[src/rtl/input_port_buffer_if.sv]
// Link/arbiter bundle for the router input port buffer.
// master drives the upstream flit and arbiter pop; slave is the buffer.
interface input_port_buffer_if #(
    parameter int DEPTH  = 4,
    parameter int FLIT_W = 32
);
    localparam int CW = $clog2(DEPTH + 1);

    logic [FLIT_W-1:0] flit_i;
    logic              valid_i;
    logic              credit_o;
    logic              arb_read_i;
    logic [FLIT_W-1:0] flit_o;
    logic [7:0]        arb_address_o;
    logic              empty_o;
    logic              full_o;
    logic [CW-1:0]     count_o;
    logic [1:0]        err_o;

    modport master (
        output flit_i, valid_i, arb_read_i,
        input  credit_o, flit_o, arb_address_o,
        input  empty_o, full_o, count_o, err_o
    );

    modport slave (
        input  flit_i, valid_i, arb_read_i,
        output credit_o, flit_o, arb_address_o,
        output empty_o, full_o, count_o, err_o
    );
endinterface

[src/rtl/input_port_buffer.sv]
// Router input port FIFO with credit return to the upstream link.
// Define INPUT_BUFFER_ERR_EN to build sticky overflow/underflow flags.
module input_port_buffer #(
    parameter int DEPTH  = 4,
    parameter int FLIT_W = 32
) (
    input  logic                 clk,
    input  logic                 reset,
    input_port_buffer_if.slave   bus
);
    localparam int AW = (DEPTH > 1) ? $clog2(DEPTH) : 1;
    localparam int CW = $clog2(DEPTH + 1);
    localparam logic [CW-1:0] FULL_CNT = CW'(DEPTH);

    logic [FLIT_W-1:0] r_mem [DEPTH];
    logic [AW-1:0]     r_wptr;
    logic [AW-1:0]     r_rptr;
    logic [CW-1:0]     r_count;
    logic              r_credit;

    logic w_empty;
    logic w_full;
    logic w_pop;
    logic w_push;

    assign w_empty = (r_count == '0);
    assign w_full  = (r_count == FULL_CNT);
    assign w_pop   = bus.arb_read_i && !w_empty;
    // A pop on a full buffer frees the slot the push needs.
    assign w_push  = bus.valid_i && (!w_full || w_pop);

    // Flit storage; contents survive reset, only pointers are cleared.
    always_ff @(posedge clk) begin
        if (w_push) begin
            r_mem[r_wptr] <= bus.flit_i;
        end
    end

    // Pointers and occupancy; power-of-two depth wraps naturally.
    always_ff @(posedge clk or posedge reset) begin
        if (reset) begin
            r_wptr  <= '0;
            r_rptr  <= '0;
            r_count <= '0;
        end else begin
            if (w_push) begin
                r_wptr <= r_wptr + AW'(1);
            end
            if (w_pop) begin
                r_rptr <= r_rptr + AW'(1);
            end
            if (w_push && !w_pop) begin
                r_count <= r_count + CW'(1);
            end else if (w_pop && !w_push) begin
                r_count <= r_count - CW'(1);
            end
        end
    end

    // One credit pulse per accepted pop.
    always_ff @(posedge clk or posedge reset) begin
        if (reset) begin
            r_credit <= 1'b0;
        end else begin
            r_credit <= w_pop;
        end
    end

`ifdef INPUT_BUFFER_ERR_EN
    logic [1:0] r_err;

    // Sticky flags: bit0 dropped push, bit1 ignored pop.
    always_ff @(posedge clk or posedge reset) begin
        if (reset) begin
            r_err <= 2'b00;
        end else begin
            if (bus.valid_i && !w_push) begin
                r_err[0] <= 1'b1;
            end
            if (bus.arb_read_i && w_empty) begin
                r_err[1] <= 1'b1;
            end
        end
    end

    assign bus.err_o = r_err;
`else
    assign bus.err_o = 2'b00;
`endif

    assign bus.flit_o        = r_mem[r_rptr];
    assign bus.arb_address_o = r_mem[r_rptr][7:0];
    assign bus.empty_o       = w_empty;
    assign bus.full_o        = w_full;
    assign bus.count_o       = r_count;
    assign bus.credit_o      = r_credit;
endmodule

[src/flat_wrapper.sv]
// flat-port wrapper written by rule: the top's interface ports become plain ports
module input_port_buffer_flat 
#(
    parameter int DEPTH  = 4,
    parameter int FLIT_W = 32
)
  (clk, reset, bus_flit_i, bus_valid_i, bus_arb_read_i, bus_credit_o, bus_flit_o, bus_arb_address_o, bus_empty_o, bus_full_o, bus_count_o, bus_err_o);
  input_port_buffer_if #(.DEPTH(DEPTH), .FLIT_W(FLIT_W)) bus_i ();
  input  logic clk;
  input  logic reset;
  input wire logic [$bits(bus_i.flit_i)-1:0] bus_flit_i;
  input wire logic [$bits(bus_i.valid_i)-1:0] bus_valid_i;
  input wire logic [$bits(bus_i.arb_read_i)-1:0] bus_arb_read_i;
  output wire logic [$bits(bus_i.credit_o)-1:0] bus_credit_o;
  output wire logic [$bits(bus_i.flit_o)-1:0] bus_flit_o;
  output wire logic [$bits(bus_i.arb_address_o)-1:0] bus_arb_address_o;
  output wire logic [$bits(bus_i.empty_o)-1:0] bus_empty_o;
  output wire logic [$bits(bus_i.full_o)-1:0] bus_full_o;
  output wire logic [$bits(bus_i.count_o)-1:0] bus_count_o;
  output wire logic [$bits(bus_i.err_o)-1:0] bus_err_o;
  assign bus_i.flit_i = bus_flit_i;
  assign bus_i.valid_i = bus_valid_i;
  assign bus_i.arb_read_i = bus_arb_read_i;
  assign bus_credit_o = bus_i.credit_o;
  assign bus_flit_o = bus_i.flit_o;
  assign bus_arb_address_o = bus_i.arb_address_o;
  assign bus_empty_o = bus_i.empty_o;
  assign bus_full_o = bus_i.full_o;
  assign bus_count_o = bus_i.count_o;
  assign bus_err_o = bus_i.err_o;
  input_port_buffer #(.DEPTH(DEPTH), .FLIT_W(FLIT_W)) u_core (.clk(clk), .reset(reset), .bus(bus_i));
endmodule
[config.mk]
export PLATFORM = sky130hd
export DESIGN_NAME = input_port_buffer_flat
export DESIGN_NICKNAME = d
export VERILOG_FILES = /design/src/rtl/input_port_buffer_if.sv /design/src/rtl/input_port_buffer.sv /design/src/flat_wrapper.sv
export SDC_FILE = /design/constraint.sdc
export NUM_CORES = 1
export LEC_CHECK = 0
export CAP_MARGIN = 20
export CORE_MARGIN = 2
export CORE_UTILIZATION = 40
export DETAILED_ROUTE_END_ITERATION = 12
export GPL_ROUTABILITY_DRIVEN = 1
export PLACE_DENSITY = 0.63
export SYNTH_ARGS = -nofsm -noshare
export SYNTH_HDL_FRONTEND = slang
export SYNTH_SLANG_ARGS = --single-unit
[constraint.sdc]
create_clock -name clk -period 2.94 [get_ports clk]
set_clock_uncertainty 0.05 [all_clocks]
set_input_delay 0.882 -clock clk [delete_from_list [all_inputs] [get_ports clk]]
set_output_delay 0.882 -clock clk [all_outputs]
set_load 0.005 [all_outputs]
# == Yosys cells after proc, flatten, opt, wreduce, memory -nomap -nowiden ==
# Memory sizes are Yosys's and may differ from the RTL's.
# Index checks and enable logic that the tools add are counted.
# word_totals
reg_bits,8
latchBits,0
ramBits,128
rom_bits,0
in_bits,36
output_inout_bits,48
n_memories,1
# memory_table
memory,depth,width,read_ports,rd_clocked_by_memory_dff,wr,line,rtl
u_core.r_mem,4,32,1,0,1,input_port_buffer.sv:15,logic [FLIT_W-1:0] r_mem [DEPTH];
# op_classes
n_addsub,4
mul,0
div,0
n_lt_le_gt_ge,0
eq_ne,1
shifts,0
muxes,4
n_bitwise,0
n_reduce_logical,11
# ops
operator,n
$mux W3,2
$add A2 B1 Y2 const B,2
$logic_and A1 B1 Y1,4
$logic_not A1 Y1,4
$add A3 B1 Y3 const B,1
$eq A3 B3 Y1 const B,1
$logic_not A3 Y1,1
$sub A3 B1 Y3 const B,1
$mux W1,2
$reduce_bool A2 Y1,1
$logic_or A1 B1 Y1,1

# == Longest topological paths before layout ==
# Gate-level depths: netlist of the first run.
# logic_depth
ltp_word,9
mapped_depth,8
depth_no_buf,8

# == Least setup slack after synthesis of the first run ==
# OpenSTA, ideal clock, no wires.
# synth_path
path_type,input -> register
startpoint,input port bus_arb_read_i
endpoint,memory u_core.r_mem[0][0] (enable)
setup_time_ns,0.392
t_arrival_ns,1.961
required_ns,2.498
path_slack_ns,0.537
cell_stages,3
path_buffers,0
cell_sequence,inv_1 > a21boi_4 > and2_1
# synth_between
elab_chain_cells,5
# synth_lines
item,line,rtl
from (decl),flat_wrapper.sv:13,input wire logic [$bits(bus_i.arb_read_i)-1:0] bus_arb_read_i;
$logic_and A1 B1 Y1,input_port_buffer.sv:28,assign w_pop = bus.arb_read_i && !w_empty;
$logic_or A1 B1 Y1,input_port_buffer.sv:30,assign w_push = bus.valid_i && (!w_full || w_pop);
$logic_and A1 B1 Y1,input_port_buffer.sv:30,
net u_core.w_push,input_port_buffer.sv:24,logic w_push;
$mux W1,input_port_buffer.sv:34,if (w_push) begin
$mux W1 (implied by the code),input_port_buffer.sv:35,r_mem[r_wptr] <= bus.flit_i;
to (decl),input_port_buffer.sv:15,
# The timed path passes the listed nets, and every way through them passes these cells.

# == Final worst setup path of the first run ==
# layout_path
startpoint,register u_core.r_rptr[0]
endpoint,output port bus_flit_o[19]
# layout_between
elab_chain_cells,1
# layout_lines
item,line,rtl
from (decl),input_port_buffer.sv:17,logic [AW-1:0] r_rptr;
from (signal assigned),input_port_buffer.sv:50,r_rptr <= r_rptr + AW'(1);
$mem_v2 Z4 W32,-,
to (decl),flat_wrapper.sv:15,output wire logic [$bits(bus_i.flit_o)-1:0] bus_flit_o;
# No other way between the ends.

==> run metrics, run 1 <==
FMAX 348 MHz; port bufs 81; ANT nets after route 0; depth of the CTS H-tree 4; core area 12700 sq um; die area 14000 sq um; Worst setup SP type register; crit share post-route 97.7%; Root Driver clkbuf_16; Finished Layout Cells 508; Power Total 0.00696 W; Critical Path RT 2.01 ns; nets 366; pwr dens 1010 nW/um^2; dpl hpwl 5770 um; met2 usage 22.2%; Fin. Hold Viols 0; CTS clk-pin slew, worst paths 0.06 ns; Worst Hold Slack 0.516 ns; worst-path maximum fanout 5; Worst R2R Setup Slack 0.82 ns; clock latency at the later pin of the worst-skew pair 0.41 ns; initial core utilization 41.2%; final design area excluding fillers 6890 sq um; CTS tree done; Syn Area/Cell 24.0 sq um; Total GRT Usage 14.1%; number of global-route vias before repair 2639; largest incremental delay on the critical path 0.51 ns; Slowest-stage cell, CP mux4_2; Area Growth Syn to Fin 32.0%; antenna cells 0; worst path bufs/invs 2; Num CTS Buffers 17; initial antenna violation count 0; library cells used by synthesis 25; Worst Path Arrival 1.94 ns; layout cell share with drive strength beyond 1 26.8%; Max-Cap Viols 0; Hold WC Path Type register to register; Final TNS setup 0 ns; CP endpoint kind output pin; Iter 0 DRT Violations 135; CTS Sinks 136; Initial DRT Pass Iterations 4; drt drc 0; Final setup viols 0; largest net degree at the start of global routing 21; delay-heaviest family, CP buffers and inverters; status completed; synthesized instance count 217; Synth Cell Area 5220 sq um; first-pass GRT wire length 14300 um; Post-Route WL 9210 um; Clock Tree Buf Depth 2; DR vias/cell 4.81; GR peak layer met2; GRT Residual Overflow 0; worst path cell trace buf_6 -> mux4_2 -> clkdlybuf4s50_1; Die Span Y 118 um; routed vias 2444; width of the die 118 um; Slew Viols, Final 0; Placed Instances 468; VDD IR max 0.000479 V; GRT met1 Usage 17.4%; met3 Use GR 5.65%; Row Count 41; Synth Register Bits 136; wire per inst 18.1 um; critical path type register to output pin; placed inst area 6270 sq um; Yosys warning total 0; RSZ-0062 raised after global routing false; Final Critical Period 2.87 ns; Pleak 2.44 nW; sequential area share after synthesis 77.5%; Final Wtd Congestion 0.691; Post-CTS Hold Fix Bufs 0; I/O Pins 84
cell usage in the layout, fill, tap and decap left out:
cell             count
nand2_1              1
xor2_1               3
bufinv_16            3
dfrtp_2              2
dfrtp_1              6
mux2_4               1
mux4_1               4
nor2_1               1
a21boi_4             1
clkbuf_16           17
buf_4               14
inv_2                1
and2_2               4
nand2b_1             1
clkinvlp_4           1
mux4_2              28
fa_1                 1
dlygate4sd2_1       39
inv_1                5
buf_8                1
buf_6                3
buf_12               5
clkbuf_1             2
xnor2_1              3
clkinv_2             5
edfxtp_1           128
conb_1               2
nor3_2               1
ha_1                 5
nor3b_4              1
mux2_2               1
buf_16               1
clkinv_1             3
clkdlybuf4s50_1     42
state kept, by name, indices dropped and copies added, names as in the netlist:
register / cells
u_core.bus.count_o: 3
u_core.bus.credit_o: 1
u_core.r_mem: 128
u_core.r_rptr: 2
u_core.r_wptr: 2
worst paths after layout:
path,startpoint,cells after the start,to
worst max-delay path,u_core.r_rptr[0],3,bus_flit_o[19]
worst min-delay path,u_core.bus.count_o[2],1,u_core.bus.count_o[2]
worst max register to register,u_core.bus.count_o[0],8,u_core.bus.count_o[2]
worst min register to register,u_core.bus.count_o[2],1,u_core.bus.count_o[2]
max in group asynchronous,reset,2,u_core.r_rptr[1]
min in group asynchronous,reset,2,u_core.bus.count_o[1]
cell usage after synthesis:
master    count  share of area, %
buf_6         1              0.22
xor2_1        3              0.50
nor3_2        1              0.19
nor3b_4       1              0.36
ha_1          5               1.2
xnor2_1       3              0.50
mux4_1        4               2.0
nand2_1       1             0.072
edfxtp_1    128                74
mux4_2       28                12
mux2_2        1              0.22
a21boi_4      1              0.36
fa_1          1              0.38
dfrtp_1       8               3.8
buf_12        3               1.2
clkbuf_1      1             0.072
buf_2         3              0.29
inv_2         1             0.072
inv_1         5              0.36
and2_1        4              0.48
conb_1        1             0.072
nand2b_1      1              0.12
nor2_1        1             0.072
buf_4        10               1.4
mux2_4        1              0.29
stage by stage:
step,setup WS (ns),util (%)
after floorplan,0.537,-
after global placement,0.236,49.5
after detailed placement,0.147,49.5
after CTS,0.0346,54.4
after global routing,0.00985,54.4
final,0.0682,54.4
kinds of logic (layout without fill, tap and decap cells):
group                    after synthesis  count (layout)  share of synthesized area [%]
other                                  1               2                         0.0719
adder cells (fa/ha/maj)                6               6                           1.58
XOR/XNOR                               6               6                           1.01
AO/OA/AOI/OAI                          1               1                          0.360
AND/OR/NAND/NOR                        9               9                           1.29
flip-flops                           136             136                           77.5
multiplexers                          34              34                           14.6
buffers and inverters                 24             142                           3.60
layer usage:
metal	vias to the layer above	share of wire, %
met5	-	0
li1	1094	-
met1	1265	43
met4	0	0.97
met3	7	6.1
met2	78	49
report_power, final:
group | leakage [nW] | switching, W | total, W | internal (W)
Sequential | 1.27 | 0.000146 | 0.00271 | 0.00256
Combinational | 0.892 | 0.000931 | 0.00223 | 0.00130
Clock | 0.279 | 0.000713 | 0.00202 | 0.00131
Total | 2.44 | 0.00179 | 0.00696 | 0.00517
layout make-up:
| type | count | area, sq um |
|---|---|---|
| fillers | 1021 | 5780 |
| flip-flops and latches | 136 | 4050 |
| repair buffers | 105 | 1040 |
| multi-input cells | 58 | 996 |
| clock buffers | 19 | 433 |
| well taps | 172 | 215 |
| clock inverters | 12 | 134 |
| inverters | 6 | 22.5 |
timing repair:
item | 4_1_cts | 5_1_grt
hold endpoints to repair | 0 | 0
setup buffers | 8 | 0
endpoints found under the setup margin | 39 | 0
resized for setup | 46 | 0
Power figures use the tool's default switching activity.
==> run 2, diff against run 1 <==
CORE_UTILIZATION = 30   (was 40)
PLACE_DENSITY = 0.5   (was 0.63)
==> run metrics, run 2 (same netlist as run 1, synthesis figures left out) <==
Critical Path RT 2.01 ns; placed inst area 6350 sq um; first-pass GRT wire length 14900 um; CTS Sinks 136; Pleak 2.45 nW; most frequent cells in the layout 128 x edfxtp_1, 41 x clkdlybuf4s50_1, 34 x dlygate4sd2_1; width of the die 136 um; Worst setup SP type register; FF/Latch Area 4050 sq um; most common cell after layout, fill and taps aside edfxtp_1; status completed; initial antenna violation count 0; FMAX 348 MHz; area occupied by multi-input gates 985 sq um; die area 18500 sq um; Power Total 0.00703 W; Clock Tree Buf Depth 2; Initial DRT Pass Iterations 4; Root Driver clkbuf_16; Die Span Y 136 um; Hold WC Path Type register to register; Max-Cap Viols 0; Post-Route WL 9660 um; antenna cells 0; port bufs 81; depth of the CTS H-tree 4; final design area excluding fillers 6980 sq um; wire per inst 17.2 um; dpl ws 0.160 ns; max reg flops 128; DR vias/cell 4.31; Post-CTS Hold Fix Bufs 0; drt drc 0; initial core utilization 30.4%; fin util 40.6%; core area 17200 sq um; Largest Register u_core.r_mem; CP endpoint kind output pin; layout cell share with drive strength beyond 1 28.3%; Final setup viols 0; VDD IR max 0.000470 V; critical path type register to output pin; GRT Residual Overflow 0; ANT nets after route 0; Row Count 48; worst-path maximum fanout 6; Fin. Hold Viols 0; Placed Instances 520; number of global-route vias before repair 2681; Iter 0 DRT Violations 133; Layout fillers 1571; Total GRT Usage 11.5%; largest net degree at the start of global routing 20; CTS clk-pin slew, worst paths 0.06 ns; dpl hpwl 6040 um; clock latency at the later pin of the worst-skew pair 0.41 ns; routed vias 2418; Setup WS post-layout 0.0693 ns; Finished Layout Cells 561; Num CTS Buffers 17; CTS tree done; crit share post-route 97.6%; Final Critical Period 2.87 ns; Area Growth Syn to Fin 33.7%; Final Wtd Congestion 0.652; pwr dens 1010 nW/um^2; nets 366; I/O Pins 84; Slew Viols, Final 0; Worst Path Arrival 1.94 ns
run 2: metrics by stage:
stage / hold slack (ns) / TNS, ns
CTS: 0.508 / -0.352
finish: 0.501 / 0
detailed placement: 0.492 / 0
global placement: 0.492 / 0
floorplan: 0.470 / 0
global route: 0.517 / -0.000762
run 2: cell type report:
class	instances	area share (%)
flip-flops and latches	136	58.0
clock buffers	19	6.20
clock inverters	12	2.19
multi-input cells	58	14.1
well taps	225	4.03
repair buffers	105	15.1
inverters	6	0.323
run 2: final timing paths:
kind	startpoint	end	slack, ns	cells after the start
worst max-delay path	u_core.r_rptr[0]	bus_flit_o[24]	0.07	4
worst min-delay path	u_core.bus.count_o[2]	u_core.bus.count_o[2]	0.50	1
worst max register to register	u_core.bus.count_o[0]	u_core.bus.count_o[2]	0.85	8
worst min register to register	u_core.bus.count_o[2]	u_core.bus.count_o[2]	0.50	1
max in group asynchronous	reset	u_core.r_rptr[0]	1.91	2
min in group asynchronous	reset	u_core.bus.count_o[2]	0.67	2
run 2: power breakdown:
part,internal (W),switching [W]
sequential,0.00257,0.000161
combinational,0.00129,0.000917
clock,0.00132,0.000768
total,0.00518,0.00185
run 2: repair_timing:
item | 4_1_cts | 5_1_grt
gates resized for setup | 40 | 7
setup endpoints to repair | 40 | 14
pin swaps | 0 | 0
setup buffers | 6 | 4
run 2: critical path, cell delays in order (launching register included):
cell	delay (ns)
dfrtp_4	0.52
buf_4	0.16
buf_4	0.14
mux4_2	0.42
dlygate4sd2_1	0.28
run 2: layer usage:
metal	share of wire (%)	GRT usage, %	up-vias	routed length [um]
li1	-	-	1093	-
met1	43	13.9	1255	4190
met2	50	18.3	60	4830
met3	5.2	4.62	10	503
met4	1.4	4.69	0	133
met5	0	0	-	0
==> run 3, diff against run 2 <==
CTS_BUF_LIST = sky130_fd_sc_hd__clkbuf_4 sky130_fd_sc_hd__clkbuf_8 sky130_fd_sc_hd__clkbuf_16   (was not set)
==> run metrics, run 3 (same netlist as run 1, synthesis figures left out) <==
FMAX 348 MHz; wire per inst 17.2 um; dpl hpwl 6040 um; Slew Viols, Final 0; crit share post-route 97.6%; CTS clk-pin slew, worst paths 0.06 ns; layout cell share with drive strength beyond 1 28.9%; Total GRT Usage 11.5%; Final setup viols 0; Largest Register u_core.r_mem; nets 366; number of global-route vias before repair 2681; initial core utilization 30.4%; status completed; max reg flops 128; CTS tree done; largest net degree at the start of global routing 20; Initial DRT Pass Iterations 4; Num CTS Buffers 17; Post-Route WL 9660 um; core area 17200 sq um; ANT nets after route 0; Max-Cap Viols 0; VDD IR max 0.000470 V; Iter 0 DRT Violations 130; most frequent cells in the layout 128 x edfxtp_1, 41 x clkdlybuf4s50_1, 34 x dlygate4sd2_1; I/O Pins 84; GRT Residual Overflow 0; pwr dens 1010 nW/um^2; CP endpoint kind output pin; Final TNS setup 0 ns; Row Count 48; CTS Sinks 136; Clock Tree Buf Depth 2; Critical Path RT 2.01 ns; width of the die 136 um; first-pass GRT wire length 14900 um; Worst setup SP type register; clock latency at the later pin of the worst-skew pair 0.41 ns; DR vias/cell 4.31; initial antenna violation count 0; port bufs 81; Finished Layout Cells 561; Area Growth Syn to Fin 33.9%; critical path type register to output pin; Placed Instances 520; Pleak 2.45 nW; die area 18500 sq um; Final Critical Period 2.87 ns; worst-path maximum fanout 6; Worst Path Arrival 1.94 ns; depth of the CTS H-tree 4; Hold WC Path Type register to register; antenna cells 0; most common cell after layout, fill and taps aside edfxtp_1; Die Span Y 136 um; drt drc 0; Root Driver clkbuf_16; Final Wtd Congestion 0.652; routed vias 2418; Fin. Hold Viols 0
[run 3: cell count changes in the layout (fill, tap and decap cells not counted)]
cell	delta
clkbuf_1	-2
clkbuf_4	+2
[run 3: critical path: stages, from the launching register on]
cell           delay [ns]
dfrtp_4              0.52
buf_4                0.16
buf_4                0.14
mux4_2               0.42
dlygate4sd2_1        0.28
[run 3: final timing paths]
check	from	end	slack (ns)	cells after the start
setup / recovery	u_core.r_rptr[0]	bus_flit_o[24]	0.07	4
hold / removal	u_core.bus.count_o[2]	u_core.bus.count_o[2]	0.50	1
setup reg to reg	u_core.bus.count_o[0]	u_core.bus.count_o[2]	0.85	8
hold reg to reg	u_core.bus.count_o[2]	u_core.bus.count_o[2]	0.50	1
max in group asynchronous	reset	u_core.r_rptr[0]	1.91	2
min in group asynchronous	reset	u_core.bus.count_o[2]	0.67	2
[run 3: layer usage]
layer  part of all wire (%)  GRT usage [%]  wire length, um  up-vias
li1                       -              -                -     1093
met1                     43           13.9             4190     1255
met2                     50           18.3             4830       60
met3                    5.2           4.62              503       10
met4                    1.4           4.69              133        0
met5                      0              0                0        -
[run 3: timing repair]
action,CTS,global route
cloned,0,0
resized for setup,40,7
hold buffers,0,0
buffers inserted,6,4
endpoints found under the setup margin,40,14
[run 3: where the power goes]
| group | leakage (nW) | switching [W] | internal (W) |
|---|---|---|---|
| Clock | 0.272 | 0.000769 | 0.00134 |
| Sequential | 1.27 | 0.000161 | 0.00257 |
| Combinational | 0.915 | 0.000917 | 0.00129 |
[run 3: area by class of cell]
class                           count  area (sq um)
Timing Repair Buffer              105          1060
Clock inverter                     12           153
Fill cell                        1569         10200
Multi-Input combinational cell     58           985
Inverter                            6          22.5
Sequential cell                   136          4050
Clock buffer                       19           440
Tap cell                          225           282
[run 3: stage by stage]
stage	hold WS [ns]	utilization (%)	power (W)	worst slack, ns	instance area (sq um)
after floorplan	0.470	-	0.00399	0.537	5220
after global placement	0.492	37.0	0.00516	0.182	6350
after detailed placement	0.492	37.0	0.00518	0.160	6350
after CTS	0.508	40.4	0.00716	-0.0840	6940
after global routing	0.517	40.7	0.00745	-0.000762	6990
final	0.501	40.7	0.00705	0.0693	6990
